`src/rtl/receiver_block.sv`:
```
// rtl/receiver_block.sv - read-response checker: command queue, masked pattern compare, first-error capture
module receiver_block #(
    parameter int AMM_DATA_W     = 128,
    parameter int AMM_ADDR_W     = 12,
    parameter int AMM_BURST_W    = 11,
    parameter int CMD_FIFO_DEPTH = 4,
    parameter int ERR_CNT_W      = 32,
    parameter int BYTE_PER_WORD  = AMM_DATA_W / 8,
    parameter int BYTE_ADDR_W    = $clog2(BYTE_PER_WORD)
) (
    input  logic                   clk_i,
    input  logic                   rst_i,
    input  logic                   test_start_i,
    input  logic                   rnd_en_i,
    input  logic [7:0]             pattern_i,
    input  logic                   cmd_valid_i,
    output logic                   cmd_ready_o,
    input  logic [AMM_ADDR_W-1:0]  cmd_addr_i,
    input  logic [AMM_BURST_W-1:0] cmd_burst_i,
    input  logic [BYTE_ADDR_W-1:0] cmd_start_off_i,
    input  logic [BYTE_ADDR_W:0]   cmd_end_off_i,
    input  logic                   readdatavalid_i,
    input  logic [AMM_DATA_W-1:0]  readdata_i,
    output logic                   busy_o,
    output logic                   burst_done_o,
    output logic [ERR_CNT_W-1:0]   err_cnt_o,
    output logic                   err_valid_o,
    output logic [AMM_ADDR_W-1:0]  err_addr_o,
    output logic [7:0]             err_data_o,
    output logic [7:0]             err_exp_o,
    output logic                   spurious_o
);
    localparam int PTR_W = $clog2(CMD_FIFO_DEPTH);

    logic [AMM_ADDR_W-1:0]  fifo_addr_q  [CMD_FIFO_DEPTH];
    logic [AMM_BURST_W-1:0] fifo_burst_q [CMD_FIFO_DEPTH];
    logic [BYTE_ADDR_W-1:0] fifo_soff_q  [CMD_FIFO_DEPTH];
    logic [BYTE_ADDR_W:0]   fifo_eoff_q  [CMD_FIFO_DEPTH];

    logic [PTR_W-1:0]       wr_ptr_q, wr_ptr_d, rd_ptr_q, rd_ptr_d;
    logic [PTR_W:0]         count_q, count_d;
    logic [AMM_BURST_W-1:0] word_idx_q, word_idx_d;
    logic [7:0]             lfsr_q, lfsr_d;
    logic                   spurious_q, spurious_d;

    logic                   s1_valid_q, s1_valid_d, s1_last_q, s1_last_d;
    logic [AMM_DATA_W-1:0]  s1_data_q, s1_data_d;
    logic [BYTE_PER_WORD-1:0] s1_mask_q, s1_mask_d;
    logic [7:0]             s1_exp_q, s1_exp_d;
    logic [AMM_ADDR_W-1:0]  s1_addr_q, s1_addr_d;

    logic                   burst_done_q, burst_done_d;
    logic [ERR_CNT_W-1:0]   err_cnt_q, err_cnt_d;
    logic                   err_valid_q, err_valid_d;
    logic [AMM_ADDR_W-1:0]  err_addr_q, err_addr_d;
    logic [7:0]             err_data_q, err_data_d, err_exp_q, err_exp_d;

    logic                   fifo_empty, fifo_full, push, accept, pop;
    logic                   first_word, last_word;
    logic [AMM_BURST_W-1:0] last_idx;
    logic [BYTE_PER_WORD-1:0] lane_mask, mism;
    logic [BYTE_ADDR_W-1:0] low_lane;
    logic [AMM_ADDR_W-1:0]  word_addr;

    // Ready comes from registered occupancy, so a push while full is dropped even if the head pops.
    assign fifo_empty = (count_q == '0);
    assign fifo_full  = (count_q == (PTR_W+1)'(CMD_FIFO_DEPTH));
    assign push       = cmd_valid_i && !fifo_full && !test_start_i;
    assign accept     = readdatavalid_i && !fifo_empty && !test_start_i;
    assign last_idx   = (fifo_burst_q[rd_ptr_q] == '0) ? '0 : fifo_burst_q[rd_ptr_q] - 1'b1;
    assign first_word = (word_idx_q == '0);
    assign last_word  = (word_idx_q == last_idx);
    assign pop        = accept && last_word;
    assign word_addr  = fifo_addr_q[rd_ptr_q]
                      + AMM_ADDR_W'({word_idx_q, {BYTE_ADDR_W{1'b0}}});

    always_ff @(posedge clk_i) begin
        if (push) begin
            fifo_addr_q[wr_ptr_q]  <= cmd_addr_i;
            fifo_burst_q[wr_ptr_q] <= cmd_burst_i;
            fifo_soff_q[wr_ptr_q]  <= cmd_start_off_i;
            fifo_eoff_q[wr_ptr_q]  <= cmd_end_off_i;
        end
    end

    always_comb begin
        lane_mask = '1;
        for (int i = 0; i < BYTE_PER_WORD; i++) begin
            if (first_word && (BYTE_ADDR_W'(i) < fifo_soff_q[rd_ptr_q]))
                lane_mask[i] = 1'b0;
            if (last_word && (fifo_eoff_q[rd_ptr_q] != '0)
                && ((BYTE_ADDR_W+1)'(i) >= fifo_eoff_q[rd_ptr_q]))
                lane_mask[i] = 1'b0;
        end
    end

    always_comb begin
        wr_ptr_d   = wr_ptr_q;
        rd_ptr_d   = rd_ptr_q;
        count_d    = count_q;
        word_idx_d = word_idx_q;
        lfsr_d     = lfsr_q;
        spurious_d = spurious_q;
        if (test_start_i) begin
            wr_ptr_d   = '0;
            rd_ptr_d   = '0;
            count_d    = '0;
            word_idx_d = '0;
            lfsr_d     = 8'hFF;
            spurious_d = 1'b0;
        end else begin
            if (push) wr_ptr_d = wr_ptr_q + 1'b1;
            if (pop) begin
                rd_ptr_d   = rd_ptr_q + 1'b1;
                word_idx_d = '0;
            end else if (accept) begin
                word_idx_d = word_idx_q + 1'b1;
            end
            if (push && !pop)      count_d = count_q + 1'b1;
            else if (pop && !push) count_d = count_q - 1'b1;
            if (accept && rnd_en_i) lfsr_d = {lfsr_q[6:0], lfsr_q[6] ^ lfsr_q[1] ^ lfsr_q[0]};
            if (readdatavalid_i && fifo_empty) spurious_d = 1'b1;
        end
    end

    always_comb begin
        mism     = '0;
        low_lane = '0;
        for (int i = 0; i < BYTE_PER_WORD; i++)
            mism[i] = s1_mask_q[i] && (s1_data_q[8*i +: 8] != s1_exp_q);
        for (int i = BYTE_PER_WORD - 1; i >= 0; i--)
            if (mism[i]) low_lane = BYTE_ADDR_W'(i);
    end

    always_comb begin
        s1_valid_d   = accept;
        s1_last_d    = s1_last_q;
        s1_data_d    = s1_data_q;
        s1_mask_d    = s1_mask_q;
        s1_exp_d     = s1_exp_q;
        s1_addr_d    = s1_addr_q;
        burst_done_d = s1_valid_q && s1_last_q && !test_start_i;
        err_cnt_d    = err_cnt_q;
        err_valid_d  = err_valid_q;
        err_addr_d   = err_addr_q;
        err_data_d   = err_data_q;
        err_exp_d    = err_exp_q;
        if (accept) begin
            s1_last_d = last_word;
            s1_data_d = readdata_i;
            s1_mask_d = lane_mask;
            s1_exp_d  = rnd_en_i ? lfsr_q : pattern_i;
            s1_addr_d = word_addr;
        end
        if (test_start_i) begin
            err_cnt_d   = '0;
            err_valid_d = 1'b0;
            err_addr_d  = '0;
            err_data_d  = '0;
            err_exp_d   = '0;
        end else if (s1_valid_q && (mism != '0)) begin
            if (err_cnt_q != {ERR_CNT_W{1'b1}}) err_cnt_d = err_cnt_q + 1'b1;
            if (!err_valid_q) begin
                err_valid_d = 1'b1;
                err_addr_d  = s1_addr_q + AMM_ADDR_W'(low_lane);
                err_data_d  = s1_data_q[{low_lane, 3'b000} +: 8];
                err_exp_d   = s1_exp_q;
            end
        end
    end

    always_ff @(posedge clk_i or posedge rst_i) begin
        if (rst_i) begin
            wr_ptr_q     <= '0;
            rd_ptr_q     <= '0;
            count_q      <= '0;
            word_idx_q   <= '0;
            lfsr_q       <= 8'hFF;
            spurious_q   <= 1'b0;
            s1_valid_q   <= 1'b0;
            s1_last_q    <= 1'b0;
            s1_data_q    <= '0;
            s1_mask_q    <= '0;
            s1_exp_q     <= '0;
            s1_addr_q    <= '0;
            burst_done_q <= 1'b0;
            err_cnt_q    <= '0;
            err_valid_q  <= 1'b0;
            err_addr_q   <= '0;
            err_data_q   <= '0;
            err_exp_q    <= '0;
        end else begin
            wr_ptr_q     <= wr_ptr_d;
            rd_ptr_q     <= rd_ptr_d;
            count_q      <= count_d;
            word_idx_q   <= word_idx_d;
            lfsr_q       <= lfsr_d;
            spurious_q   <= spurious_d;
            s1_valid_q   <= s1_valid_d;
            s1_last_q    <= s1_last_d;
            s1_data_q    <= s1_data_d;
            s1_mask_q    <= s1_mask_d;
            s1_exp_q     <= s1_exp_d;
            s1_addr_q    <= s1_addr_d;
            burst_done_q <= burst_done_d;
            err_cnt_q    <= err_cnt_d;
            err_valid_q  <= err_valid_d;
            err_addr_q   <= err_addr_d;
            err_data_q   <= err_data_d;
            err_exp_q    <= err_exp_d;
        end
    end

    assign cmd_ready_o  = !fifo_full;
    assign busy_o       = !fifo_empty || s1_valid_q;
    assign burst_done_o = burst_done_q;
    assign err_cnt_o    = err_cnt_q;
    assign err_valid_o  = err_valid_q;
    assign err_addr_o   = err_addr_q;
    assign err_data_o   = err_data_q;
    assign err_exp_o    = err_exp_q;
    assign spurious_o   = spurious_q;
endmodule

```
`config.mk`:
```
export PLATFORM = sky130hd
export DESIGN_NAME = receiver_block
export DESIGN_NICKNAME = d
export VERILOG_FILES = /design/src/rtl/receiver_block.sv
export SDC_FILE = /design/constraint.sdc
export NUM_CORES = 1
export LEC_CHECK = 0
export ABC_AREA = 1
export BUFFER_PORTS_ARGS = -buffer_cell sky130_fd_sc_hd__buf_4
export CORE_ASPECT_RATIO = 0.7
export CORE_MARGIN = 2
export CORE_UTILIZATION = 50
export DETAILED_ROUTE_END_ITERATION = 7
export PLACE_DENSITY = 0.81
export SLEW_MARGIN = 20
export SYNTH_ARGS = -nofsm -noshare
export SYNTH_HDL_FRONTEND = slang
export SYNTH_SLANG_ARGS = --single-unit
```
`constraint.sdc`:
```
create_clock -name clk_i -period 8.55 [get_ports clk_i]
set_input_delay 1.2825 -clock clk_i [delete_from_list [all_inputs] [get_ports clk_i]]
set_output_delay 1.2825 -clock clk_i [all_outputs]
set_load 0.03 [all_outputs]
```
### Yosys cells after proc, flatten, opt, wreduce, memory -nomap -nowiden

Memories as Yosys holds them, arrays and structs flattened.
Index checks and enable logic that the tools add are counted.

* bits of input ports: 174
* bits in writable memories: 128
* memories: 4
* word-level logic and storage cells: 248
* bits in registers: 255

Memories
* fifo_addr_q: words 4, bits a word 12, rd ports 1, clocked after memory_dff 0, wr ports 1, line 35 `logic [AMM_ADDR_W-1:0] fifo_addr_q [CMD_FIFO_DEPTH];`
* fifo_burst_q: words 4, bits a word 11, rd ports 1, clocked after memory_dff 0, wr ports 1, line 36 `logic [AMM_BURST_W-1:0] fifo_burst_q [CMD_FIFO_DEPTH];`
* fifo_eoff_q: words 4, bits a word 5, rd ports 1, clocked after memory_dff 0, wr ports 1, line 38 `logic [BYTE_ADDR_W:0] fifo_eoff_q [CMD_FIFO_DEPTH];`
* fifo_soff_q: words 4, bits a word 4, rd ports 1, clocked after memory_dff 0, wr ports 1, line 37 `logic [BYTE_ADDR_W-1:0] fifo_soff_q [CMD_FIFO_DEPTH];`

* order comparisons: 32
* add/subtract/negate cells: 9
* bitwise operators: 2
* equal/unequal tests: 20
* reduce and logical (&&, ||, !) cells: 82
* muxes and demuxes: 80
* shifts and indexed selects: 1

Operator list (count)
* != test 8 bit: 16
* variable part select 128 x 8 -> 8 bit: 1
* 2-to-1 mux 32 bit: 3
* 2-to-1 mux 8 bit: 9
* 2-to-1 mux 4 bit: 16
* logical AND 1 bit: 61
* 2-to-1 mux 11 bit: 4
* greater-or-equal comparator 4 x 5 -> 1 bit, first input constant: 8
* 2-to-1 mux 1 bit: 38
* 2-to-1 mux 12 bit: 3
* adder 32 x 1 -> 32 bit, second input constant: 1
* < comparator 4 bit, first input constant: 8
* != test 32 bit, second input constant: 1
* zero test 11 bit: 2
* greater-or-equal comparator 3 x 5 -> 1 bit, first input constant: 4
* < comparator 3 x 4 -> 1 bit, first input constant: 4
* nonzero test 16 bit: 1
* adder 12 bit: 1
* adder 12 x 4 -> 12 bit: 1
* nonzero test 2 bit: 6
* adder 11 x 1 -> 11 bit, second input constant: 1
* == test 11 bit: 1
* subtractor 11 x 1 -> 11 bit, second input constant: 1
* greater-or-equal comparator 1 x 5 -> 1 bit, first input constant: 2
* other kinds (17): 33

### Longest topological paths before layout

* word-level depth: 22
* mapped depth: 41
* depth with buffers taken out: 38

### Worst setup path after synthesis

Ideal clock, no wire load.

* kind: register -> register
* start: register s1_exp_q[2]
* end: register err_addr_q[10] (netlist: err_addr_o[10])
* required time: 8420 ps
* setup slack: 4353 ps
* period minus slack after synthesis: 4197 ps
* data arrival time: 4067 ps
* stages on the path, launching flop included: 33
* path through: dfrtp_1 > buf_2 > buf_2 > xnor2_1 > nand2_1 > o41ai_1 > nand2_1 > nand2_1 > nand2_1 > nand2_1 > nand2_1 > nand2_1 > nand2_1 > nand2_1 > nand2_1 > buf_2 > buf_2 > inv_1 > ha_1 > inv_1 > fa_1 > nor2_1 > a211oi_1 > or2_2 > nor2_1 > inv_1 > nor2_1 > inv_1 > nor2_1 > inv_1 > nor2_1 > xor2_1 > o21ai_0

* word-level cells in the longest chain between the ends: 22
* elaborated cells between the ends (all ways): 56
* those cells by class: 1 x add/sub; 16 x eq/ne; 19 x mux; 20 x reduce/logical

RTL lines
* start, declared: line 49 `logic [7:0] s1_exp_q, s1_exp_d;`
* start signal, assigned: line 203 `s1_exp_q <= s1_exp_d;`
* != test 8 bit: line 130 `mism[i] = s1_mask_q[i] && (s1_data_q[8*i +: 8] != s1_exp_q);`
* logical AND 1 bit: line 130
* 2-to-1 mux 4 bit (16 in series): line 132 `if (mism[i]) low_lane = BYTE_ADDR_W'(i);`
* adder 12 x 4 -> 12 bit: line 165 `err_addr_d = s1_addr_q + AMM_ADDR_W'(low_lane);`
* 2-to-1 mux 12 bit: line 163 `if (!err_valid_q) begin`
* 2-to-1 mux 12 bit: line 161 `end else if (s1_valid_q && (mism != '0)) begin`
* 2-to-1 mux 12 bit: line 155 `if (test_start_i) begin`
* end signal, assigned: line 208 `err_addr_q <= err_addr_d;`
* end, declared: line 55 `logic [AMM_ADDR_W-1:0] err_addr_q, err_addr_d;`

Parallel ways exist; a longest one is shown, timed or not. The select of a mux whose other input is x is not followed.
A chain may end at the register's enable or synchronous reset.

### Worst setup path in the final report

* start: register s1_exp_q[4]
* end: register err_addr_q[10] (netlist: err_addr_o[10])

Same word-level chain as after synthesis.

==> flow_summary.toml <==
[run_status]
run_status = "finished, final reports clean"

[floorplan]
die_w_um = 242
pin_count = 239
die_h_um = 171
num_rows = 61
fp.coreArea_sq_mm = 0.0395
start_util_pct = 50.3
dieArea_sq_mm = 0.0413

[global_routing]
groute.usage.overall_pct = 28.5
grt_max_degree = 216
grt_first_pass_wirelength_um = 92200
antenna_found_initial = 0
grt_pass1_vias = 16200
grt_overflow = 0

[clock_tree]
clock_latency_ns = 0.57
cts_buffers = 38
cts_setup_buffers = 0
h-tree-depth = 2
post_cts_resized = 0
cts_buffer_depth = 3
cts.sinks = 383
cts_tree = "built"
hold_buffers = 0
cts.clk_slew.worst_paths_ns = 0.06
ctsRootBufferMaster = "clkbuf_16"

[yosys]
synth_nets = 2563
ys_top_cells_by_area = "dfrtp_1 31%, edfxtp_1 19%, nand2_1 15%"
synthArstFlopShare_pct = 66.6
synth_ff_type = "dfrtp_1"
yosysUniqueCellTypes = 56
ys_ff_latch = 383
synth_compound_area_share_pct = 8.81
muxShareOfSynthArea_pct = 0
ys_seq_area_share_pct = 51.5
synth_enable_flop_cells = 128
yosys.area.top_type_share_pct = 31.1
synth_fa_ha_area_share_pct = 1.56
syn_area_sq_mm = 0.0199
synth_area_leader_cell = "dfrtp_1"
yosys.area_share.xor_xnor_pct = 5.38
syn_inst = 2366
synthSimpleGateAreaFrac_pct = 26.6
synth.avg_cell_area_sq_um = 8.39
synth_warnings = 0
synth_top_family_by_area = "simple AND/OR/NAND/NOR gates"

[drt]
drc = 0
ant_nets = 0
vias_per_cell = 5.65
firstDrtPassIters = 6
num_vias = 17500
drt_iter0_markers = 1989
wirelength_um = 59600
wire_per_inst_um = 19.2

[layout]
layout_commonest_cell = "nand2_1"
fill_cells = 3420
syn2layout_area_growth_pct = 17.0
diodes = 0
layout.area.seq_sq_mm = 0.0102
layout-drive-gt1-share_pct = 14.4
final_cell_mix = "768 x nand2_1, 255 x buf_4, 246 x dfrtp_1, 235 x nand3_1, 162 x inv_1"
nets = 2737
design_area_sq_mm = 0.0232
multi_input_area_sq_mm = 0.00844

[sta]
finalHoldWorstSlack_ns = 0.482
tightestPinTransition_ns = 0.992
hold_viol = 0
fmax_mhz = 165
slew_headroom_pct = 33.9
final-max-slew-violation-count = 0
setup_violations = 0
period_share_pct = 71.1
timing.final.ws_setup_ns = 2.47
rsz0062_at_grt = "false"
fin_setup_tns_ns = 0
period_needed_ns = 6.08
finalClockSkew_ns = 0.0197

[setup_path]
path_delay_family = "simple AND/OR/NAND/NOR gates"
worst_ep_arrival_time_ns = 6.49
required_ns = 8.97
crit_type = "reg -> reg"
critPathCaptureType = "flip-flop"
path_cells = "inv_1 -> nand2_1 -> nand3_1 -> o41ai_1 -> nand2_1 -> nor2_1 -> o31ai_1 -> nand2_1 -> clkinv_1 -> ha_1 -> nand2_1 -> nor2_1 -> a211oi_1 -> or2_2 -> nor2_1 -> inv_1 -> nor2_1 -> inv_1 -> nor2_1 -> inv_1 -> nor2_1 -> xor2_1 -> o21ai_0"
cp-start-kind = "flip-flop"
slowest_delay_ns = 0.90
crit_path_top_delay_cell = "dfrtp_1"
cpMostUsedCell = "nor2_1"
crit_fanout = 17
worst-path-buf-inv = 5

[pwr]
clkPwrFrac_pct = 22.1
leakagePower_nw = 10.4
switching_share_pct = 43.4
ir_worst_vdd_mv = 0.239
sequentialPowerShare_pct = 37.6
internal-power_mw = 4.41
powerDensity_mw_per_mm2 = 335
p_switching_mw = 3.37
combPwrFrac_pct = 40.3

[place]
gp_congestion = 0.971
hpwl_um = 41600
io_buffers = 238
pre_cts_slack_ns = 2.80
dpl_cell_area_sq_mm = 0.0220

[hold_path]
hold_path_class = "reg -> reg"

[job]
max-cap-violations = 0
==> cell families (layout without fill, tap and decap cells) <==
| family | after synthesis | in the layout |
|---|---|---|
| simple gates | 1248 | 1248 |
| buf+inv | 296 | 499 |
| compound gates | 294 | 294 |
| fa+ha+maj | 23 | 23 |
| xor+xnor | 122 | 122 |
| flops | 383 | 383 |
==> path summary, 6_finish.rpt <==
kind                               start        endpoint  slack (ns)  depth (start not counted)
max                          s1_exp_q[4]  err_addr_o[10]        2.47                         23
min                        s1_addr_q[10]   s1_addr_q[10]        0.48                          2
max reg2reg                  s1_exp_q[4]  err_addr_o[10]        2.47                         23
min reg2reg                s1_addr_q[10]   s1_addr_q[10]        0.48                          2
max in group asynchronous          rst_i   s1_data_q[21]        6.32                          3
min in group asynchronous          rst_i     s1_exp_q[5]        0.85                          2
==> registers in the layout, indices dropped and copies added (netlist names), 8 cells and up <==
register / flops
s1_data_q: 128
fifo_addr_q: 48
fifo_burst_q: 44
err_cnt_o: 32
fifo_eoff_q: 20
fifo_soff_q: 16
s1_mask_q: 16
err_addr_o: 12
s1_addr_q: 12
word_idx_q: 11
err_data_o: 8
err_exp_o: 8
lfsr_q: 8
s1_exp_q: 8
==> cell usage after synthesis (all sizes together) (15+ instances only) <==
master / n
xnor2: 72
a21oi: 44
xor2: 50
ha: 20
inv: 171
o22ai: 15
buf: 51
nand3: 237
nor3: 36
nand2: 780
nand4: 35
clkbuf: 72
dfrtp: 247
edfxtp: 128
nor2: 133
o21ai: 162
==> power by group through the flow <==
stage	Sequential (mW)	Clock [mW]	Combinational, mW
2_1_floorplan	2.72	0	2.22
3_3_place_gp	2.92	0	3.00
3_5_place_dp	2.92	0	3.05
4_1_cts	2.89	1.74	3.07
5_1_grt	2.96	1.82	3.47
6_report	2.92	1.72	3.14
==> per-stage QoR <==
step	instances	total power, mW	utilization [%]
after floorplan	2366	4.95	-
after global placement	3035	5.92	55.7
after detailed placement	3035	5.97	55.7
after CTS	3104	7.70	58.9
after global routing	3104	8.25	58.9
final	3104	7.78	58.9
==> worst min-delay path: cells and delay by family, from the launching register on <==
kind / cells / cell delay [ns]
compound gates: 1 / 0.06
flops: 1 / 0.34
simple gates: 1 / 0.05
==> cell type report <==
cell class | count | share of cell area, %
Clock buffer | 52 | 4.71
Clock inverter | 17 | 0.770
Inverter | 173 | 2.84
Multi-Input combinational cell | 1687 | 36.3
Sequential cell | 383 | 44.1
Tap cell | 535 | 2.88
Timing Repair Buffer | 257 | 8.41
==> layer usage <==
metal | part of all wire, % | wire, um | global-route usage [%] | vias up
met2 | 42 | 25200 | 40.7 | 868
li1 | - | - | - | 8177
met3 | 10 | 6100 | 7.55 | 121
met4 | 2.7 | 1600 | 8.27 | 0
met1 | 45 | 26700 | 42.6 | 8367
met5 | 0 | 0 | 0 | -
(Power assumes the default switching activity.)
